[config.mk]
export PLATFORM = sky130hd
export DESIGN_NAME = led_frame_sequencer
export DESIGN_NICKNAME = d
export VERILOG_FILES = /design/src/rtl/led_frame_sequencer_pkg.sv /design/src/rtl/led_frame_sequencer_rising_edge_detect.sv /design/src/rtl/led_frame_sequencer.sv
export SDC_FILE = /design/constraint.sdc
export NUM_CORES = 1
export LEC_CHECK = 0
export ABC_AREA = 1
export CAP_MARGIN = 10
export CORE_MARGIN = 1
export CORE_UTILIZATION = 58
export DETAILED_ROUTE_END_ITERATION = 8
export PLACE_DENSITY = 0.87
export SKIP_LAST_GASP = 1
export SYNTH_ARGS = -nofsm -noshare
export SYNTH_HDL_FRONTEND = slang
export SYNTH_SLANG_ARGS = --single-unit
[constraint.sdc]
create_clock -name clock_12mhz -period 2.2 [get_ports clock_12mhz]
set_clock_uncertainty 0.05 [all_clocks]
set_input_delay 0.44 -clock clock_12mhz [delete_from_list [all_inputs] [get_ports clock_12mhz]]
set_output_delay 0.44 -clock clock_12mhz [all_outputs]
set_load 0.02 [all_outputs]
[src/rtl/led_frame_sequencer_pkg.sv]
// Shared types and default timing constants for the LED frame sequencer family.
// FSM state encodings and the registered output flag bundle live here.
package led_frame_sequencer_pkg;

  typedef enum logic [2:0] {
    ST_IDLE   = 3'd0,
    ST_SELECT = 3'd1,
    ST_WAIT   = 3'd2,
    ST_LATCH  = 3'd3,
    ST_DONE   = 3'd4
  } seq_state_t;

  // WS2812 strip defaults: 50 us reset gap at 12 MHz, 150-pixel strip.
  localparam int LATCH_CYCLES_WS2812 = 600;
  localparam int FRAME_LEDS          = 150;

  typedef struct packed {
    logic selected;
    logic busy;
    logic done;
    logic error;
    logic overrun;
  } seq_flags_t;

  function automatic logic is_busy_state(input seq_state_t s);
    return s inside {ST_SELECT, ST_WAIT, ST_LATCH};
  endfunction

endpackage

[src/rtl/led_frame_sequencer_rising_edge_detect.sv]
// Rising-edge detector: registered previous level, combinational one-cycle pulse.
// Shared by the LED actor blocks that react to level strobes.
module rising_edge_detect (
  input  logic clock_12mhz,
  input  logic reset,
  input  logic level,
  output logic rise
);

  logic prev_level;

  always_ff @(posedge clock_12mhz) begin
    if (reset) prev_level <= 1'b0;
    else       prev_level <= level;
  end

  assign rise = level & ~prev_level;

endmodule

[src/rtl/led_frame_sequencer.sv]
// Walks every LED of a strip once per frame-rate edge, handshaking each LED with
// the bit encoder, then holds the strip latch gap and pulses done.
module led_frame_sequencer
  import led_frame_sequencer_pkg::*;
#(
  parameter int NUM_LEDS       = FRAME_LEDS,
  parameter int IDX_W          = 8,
  parameter int REVERSE        = 0,
  parameter int LATCH_CYCLES   = LATCH_CYCLES_WS2812,
  parameter int TIMEOUT_CYCLES = 4095,
  parameter int CNT_W          = 12
) (
  input  logic             clock_12mhz,
  input  logic             reset,
  input  logic             framerate,
  input  logic             encoder_finished,
  output logic [IDX_W-1:0] led_index,
  output logic             led_selected,
  output logic             busy,
  output logic             done,
  output logic             error,
  output logic             overrun
);

  localparam logic [IDX_W-1:0] FIRST = (REVERSE != 0) ? IDX_W'(NUM_LEDS - 1) : '0;
  localparam logic [IDX_W-1:0] LAST  = (REVERSE != 0) ? '0 : IDX_W'(NUM_LEDS - 1);
  localparam logic [CNT_W-1:0] LATCH_LOAD = CNT_W'(LATCH_CYCLES - 1);
  localparam logic [CNT_W-1:0] TMO_LAST   = CNT_W'((TIMEOUT_CYCLES > 0) ? TIMEOUT_CYCLES - 1 : 0);

  seq_state_t       state_q, state_d;
  logic [CNT_W-1:0] cnt_q, cnt_d;
  logic [IDX_W-1:0] idx_d;
  seq_flags_t       flags_q, flags_d;
  logic             start;
  logic             timeout;

  rising_edge_detect u_frame_edge (
    .clock_12mhz (clock_12mhz),
    .reset       (reset),
    .level       (framerate),
    .rise        (start)
  );

  always_comb begin
    state_d = state_q;
    cnt_d   = cnt_q;
    idx_d   = led_index;
    timeout = 1'b0;
    case (state_q)
      ST_IDLE: begin
        if (start) begin
          state_d = ST_SELECT;
          idx_d   = FIRST;
        end
      end
      ST_SELECT: begin
        cnt_d   = '0;
        state_d = ST_WAIT;
      end
      ST_WAIT: begin
        if (encoder_finished) begin
          if (led_index == LAST) begin
            cnt_d   = LATCH_LOAD;
            state_d = ST_LATCH;
          end else begin
            idx_d   = (REVERSE != 0) ? led_index - 1'b1 : led_index + 1'b1;
            state_d = ST_SELECT;
          end
        end else begin
          // cnt_q counts elapsed WAIT cycles; this edge takes it to TIMEOUT_CYCLES.
          cnt_d = cnt_q + 1'b1;
          if ((TIMEOUT_CYCLES > 0) && (cnt_q == TMO_LAST)) begin
            timeout = 1'b1;
            idx_d   = FIRST;
            state_d = ST_IDLE;
          end
        end
      end
      ST_LATCH: begin
        if (cnt_q == '0) begin
          idx_d   = FIRST;
          state_d = ST_DONE;
        end else begin
          cnt_d = cnt_q - 1'b1;
        end
      end
      ST_DONE: state_d = ST_IDLE;
      default: state_d = ST_IDLE;
    endcase
  end

  // Flags are decoded from the next state so every output is a plain register.
  always_comb begin
    flags_d          = '0;
    flags_d.selected = (state_d == ST_SELECT);
    flags_d.busy     = is_busy_state(state_d);
    flags_d.done     = (state_d == ST_DONE);
    flags_d.error    = timeout;
    flags_d.overrun  = start && (state_q != ST_IDLE);
  end

  always_ff @(posedge clock_12mhz) begin
    if (reset) begin
      state_q   <= ST_IDLE;
      cnt_q     <= '0;
      led_index <= FIRST;
      flags_q   <= '0;
    end else begin
      state_q   <= state_d;
      cnt_q     <= cnt_d;
      led_index <= idx_d;
      flags_q   <= flags_d;
    end
  end

  assign led_selected = flags_q.selected;
  assign busy         = flags_q.busy;
  assign done         = flags_q.done;
  assign error        = flags_q.error;
  assign overrun      = flags_q.overrun;

endmodule
Yosys cells after proc, flatten, opt, wreduce, memory -nomap -nowiden. Cells that the tools add are included.

$add $sub $neg: 3. Equal/unequal tests: 15. Mux-type cells: 17. Bitwise gates (word level): 3. Reduce and logical (&&, ||, !) cells: 10.

Operators with widths (number): 8-bit two-way mux (5); 12-bit two-way mux (3); 12-bit one-hot mux with 3 select lines (1); 8-bit one-hot mux with 3 select lines (1); 12-bit by 1-bit adder with 12-bit output (second input constant) (1); 12-bit equality test (second input constant) (1); 3-bit by 2-bit equality test with 1-bit output (second input constant) (4); 12-bit zero test (1); 3-bit two-way mux (4); 3-bit one-hot mux with 4 select lines (1); 3-bit nonzero test (4); 12-bit by 1-bit subtractor with 12-bit output (second input constant) (1); 3-bit inequality test (second input constant) (3); 8-bit by 1-bit adder with 8-bit output (second input constant) (1); 8-bit equality test (second input constant) (1); 3-bit by 1-bit equality test with 1-bit output (second input constant) (2); 2-bit inequality test (second input constant) (3); 5-bit AND reduction (1); 3-bit equality test (second input constant) (1); 3-bit zero test (1); 3-bit AND reduction (1); 3-bit OR reduction (1); 2-bit two-way mux (1); 1-bit inverter (2); other kinds (3) (3).

Input port bits: 4. Register bits: 29.

Logic depth before layout (Yosys ltp).
Word-level depth: 6. Mapped depth: 11.

Hierarchy. From an unflattened synthesis, not the netlist that was laid out.

Cells, all modules: 315. Area, all modules: 2110.8 um^2.

Modules (own cells, without submodules): led_frame_sequencer (area an instance 2079.5 um^2, times used 1, cells each 311); rising_edge_detect (area an instance 31.3 um^2, times used 1, cells each 4).

Worst setup path after synthesis. OpenSTA, ideal clock, no wires.

Path type: flip-flop to flip-flop. From: register led_index[0]. To: register cnt_q[0]. Library setup time: 67 ps. Stages on the path, launching flop included: 9. Path buffers: 1. Slack: 631 ps. Arrival: 1451 ps. Clock period less this slack: 1569 ps. Data required time: 2083 ps. Cell sequence: dfxtp_1 > ha_1 > nand3_1 > o21ai_2 > nand2_1 > nor2_2 > buf_6 > nand3_1 > a21oi_2.

Word-level cells in the longest chain between the ends: 3.

RTL lines: start, declared (RTL line led_frame_sequencer.sv:17) `output logic [IDX_W-1:0] led_index,`; start signal, assigned (RTL line led_frame_sequencer.sv:111) `led_index <= idx_d;`; 8-bit equality test (RTL line led_frame_sequencer.sv:62) `if (led_index == LAST) begin`; 3-bit inequality test (no source line); 3-bit AND reduction (no source line); end signal, assigned (RTL line led_frame_sequencer.sv:110) `cnt_q <= cnt_d;`; end, declared (RTL line led_frame_sequencer.sv:31) `logic [CNT_W-1:0] cnt_q, cnt_d;`.

Every way passes these cells. A chain may end at the register's enable or synchronous reset.

Final worst setup path.
From: register cnt_q[1]. To: register cnt_q[9].

Word-level cells in the longest chain between the ends: 3.

RTL lines: 12-bit by 1-bit subtractor with 12-bit output, or another cell as far along (RTL line led_frame_sequencer.sv:84) `cnt_d = cnt_q - 1'b1;`; 12-bit two-way mux, or another cell as far along (RTL line led_frame_sequencer.sv:80) `if (cnt_q == '0) begin`; 12-bit one-hot mux with 3 select lines or 3-bit AND reduction (tied branches).

Parallel ways exist; a longest one is shown, timed or not. The select of a mux whose other input is x is not followed.

==> out/results.ini <==
[status]
status=finished clean

[final_layout]
number_of_fillers_in_the_final_layout=319
antenna_cells=0
layout-drive-gt1-share_pct=17.0
area_growth_syn_to_fin_pct=11.7
final_cell_area_um2=2360
nNetsFinal=338

[synth]
post_synth_main_area_contributors=dfxtp_1, nand2_1, nor2_1
yosys.area.top_type=dfxtp_1
synth_area_per_cell_um2=6.85
post_synth_cell_types=34
post_synth_and_or_nand_nor_area_fraction_pct=45.4
synth.mux.area_fraction_pct=0
synth-xor-area-share_pct=2.07
synth.yosys.warnings=0
synth_fa_ha_area_share_pct=2.96
netlist.area_leader.share_pct=27.4
mappedNetlistNets=318
largest_family_of_logic_cells_by_synthesized_area=simple AND/OR/NAND/NOR gates
synth_seq_cells=29
synthesis.area_um2=2120
synth_cells=309
synth-compound-area-share_pct=12.2
portion_of_the_post_synthesis_area_used_by_sequential_elements_pct=27.4

[cts]
cts.sinks=29
numCtsBuffers=5
holdBufCountCts=0
cts.repair.resized=0
cts.root.buffer_cell=clkbuf_4
clkTransAtPathRegs_ps=110
clock_latency_ps=330
cts-htree-levels=2
max_buffers_root_to_sink=2
tritoncts=built
cts_post_setup_buffers_inserted=0

[die]
num_rows=21
design.core.area_um2=3420
io_pins=17
start_util_pct=62.0
fp.dieArea_um2=3900
die_w_um=62.4
die-height_um=62.4

[route]
drt_total_wl_mm=4.85
drtAntennaViolNets=0
avgRoutedWirePerCell_um=12.9
post-route-drc-count=0
vias_per_cell=5.48
initialDrtViolationCount=208
total_via_count_in_the_routed_design=2059
drtPass1Iterations=5

[pwr]
p_int_mw=0.812
pwr_per_cell_area_nw_per_um2=548
p_sw_mw=0.484
leakagePower_nw=0.977
comb_power_share_pct=30.1
power.switching_fraction_pct=37.4
worst_voltage_drop_across_the_vdd_grid_mv=0.465
power.share.sequential_pct=45.3
clock_power_share_pct=24.5

[timing]
timing.max_slew.rel_slack_pct=75.2
worst_pin_slew_ps=372
report.final.setup_viol=0
layout_worst_path_cycle_share_pct=87.5
slew_violations=0
final_period_minus_worst_setup_slack_ps=1920
grt_setup_unrepaired=no
setup_tns_ps=0
fmax_mhz=520
hold_violations=0

[worst_setup_path]
setup.reg_to_reg.worst_slack_ps=280
crit_path_start_kind=register
cp_data_arrival_time_ps=2140
rr_worst_depth=10
critPathKind=register to register
r2r-start=cnt_q[1]$_SDFFE_PP0P_
timing.critical_path.required_ps=2420
critical_path_sink_type=register
setup.worst_path.start=cnt_q[1]$_SDFFE_PP0P_
rr_endpoint=cnt_q[9]$_SDFFE_PP0P_
critPathMaxFanout=8

[min_path]
hold_path_class=register to register
hold_depth=1
min_delay_worst_endpoint=overrun$_SDFF_PP0_
hold_path_startpoint=u_frame_edge.prev_level$_SDFF_PP0_

[place]
globalplace.congestion=0.972
placement.cell_area_um2=2310
io_buffers=16
detailed_place_hpwl_mm=3.67

[grt]
grt_first_pass_wirelength_mm=8.58
grt_overflow_total=0
grt_util_all_layers_pct=27.4
grt_pass1_vias=1917
grt_max_degree=14
antenna_found_initial=0

[run]
max_cap_viol_count=0

flip-flops by register name, summed over array words and instances (netlist names):
signal                   flops
led_index                    8
u_frame_edge.prev_level      1
led_selected                 1
state_q                      3
overrun                      1
busy                         1
done                         1
error                        1
cnt_q                       12
routing by layer:
| metal | global-route usage (%) | vias up | share of wire [%] | wire (um) |
|---|---|---|---|---|
| met1 | 35.9 | 935 | 45 | 2200 |
| li1 | - | 1046 | - | - |
| met4 | 9.59 | 0 | 1.0 | 50 |
| met2 | 44.6 | 69 | 46 | 2250 |
| met3 | 5.29 | 9 | 7.3 | 355 |
| met5 | 0 | - | 0 | 0 |
power by group through the flow:
stage                     sequential, mW  combinational, mW  clock [mW]
final                              0.588              0.390       0.318
after floorplan                    0.601              0.301           0
after detailed placement           0.599              0.387           0
after CTS                          0.587              0.389       0.327
after global placement             0.598              0.378           0
after global routing               0.592              0.437       0.346
final cells by class:
type                    count  area, um^2  area share (%)
multi-input cells         234        1330            56.0
flip-flops and latches     29         581            24.6
repair buffers             21         198            8.36
inverters                  38         149            6.30
well taps                  46        57.6            2.43
clock buffers               5        37.5            1.59
clock inverters             3        17.5           0.741
cell families (layout without fill, tap and decap cells):
logic type | Yosys count | in the layout
buffers and inverters | 46 | 67
AO/OA/AOI/OAI | 45 | 45
XOR/XNOR | 5 | 5
adder cells (fa/ha/maj) | 5 | 5
AND/OR/NAND/NOR | 179 | 179
flip-flops | 29 | 29
through the flow:
stage / hold slack, ps / worst slack, ps / util [%] / instances / total power, mW
floorplan: 351 / 631 / - / 309 / 0.902
global placement: 367 / 267 / 67.6 / 368 / 0.976
detailed placement: 367 / 214 / 67.6 / 368 / 0.986
CTS: 385 / 269 / 69.2 / 376 / 1.30
global route: 405 / 142 / 69.2 / 376 / 1.37
finish: 382 / 276 / 69.2 / 376 / 1.30
layout by cell type, fill, tap and decap left out, types with 4 or more instances in the layout:
cell	synthesis	routed
nand2_1	67	67
nor2_1	43	43
inv_1	29	29
dfxtp_1	29	29
nand3_1	28	28
o21ai_0	19	19
clkdlybuf4s50_1	0	16
a21oi_1	12	12
nand4_1	9	9
inv_2	7	7
a21oi_2	7	7
nor2_2	6	6
o21ai_1	5	5
ha_1	5	5
clkbuf_4	0	5
buf_4	0	5
nor2_8	4	4
nor3_1	4	4
xor2_1	4	4
worst max-delay path: stages (launching register included):
cell and delay, ps:
dfxtp_1 440, inv_1 80, ha_1 230, nand2_2 180, nor2_8 70, nand2_4 90
nor2_2 40, nor2_2 290, buf_4 200, nand2_1 60, a21oi_2 120
cell usage after synthesis:
| cell type | count |
|---|---|
| a21oi_1 | 12 |
| a21oi_2 | 7 |
| buf_2 | 2 |
| buf_6 | 4 |
| clkbuf_1 | 2 |
| clkinv_2 | 1 |
| dfxtp_1 | 29 |
| ha_1 | 5 |
| inv_1 | 29 |
| inv_2 | 7 |
| inv_6 | 1 |
| nand2_1 | 67 |
| nand2_2 | 3 |
| nand2_4 | 3 |
| nand2_8 | 2 |
| nand3_1 | 28 |
| nand3_2 | 2 |
| nand3_4 | 1 |
| nand3b_2 | 1 |
| nand4_1 | 9 |
| nand4_4 | 2 |
| nor2_1 | 43 |
| nor2_2 | 6 |
| nor2_4 | 1 |
| nor2_8 | 4 |
| nor3_1 | 4 |
| nor4_1 | 2 |
| o21ai_0 | 19 |
| o21ai_1 | 5 |
| o21ai_2 | 1 |
| o21bai_1 | 1 |
| or2_2 | 1 |
| xnor2_1 | 1 |
| xor2_1 | 4 |
how the worst max path moves through the flow:
stage / to / slack, ps / cells past startpoint
floorplan: cnt_q[0]$_SDFFE_PP0P_ / 630 / 8
global placement: cnt_q[5]$_SDFFE_PP0P_ / 270 / 9
detailed placement: cnt_q[9]$_SDFFE_PP0P_ / 210 / 9
CTS: led_index[2] / 270 / 1
global route: cnt_q[4]$_SDFFE_PP0P_ / 140 / 10
finish: cnt_q[9]$_SDFFE_PP0P_ / 280 / 10
(Power assumes the default switching activity.)
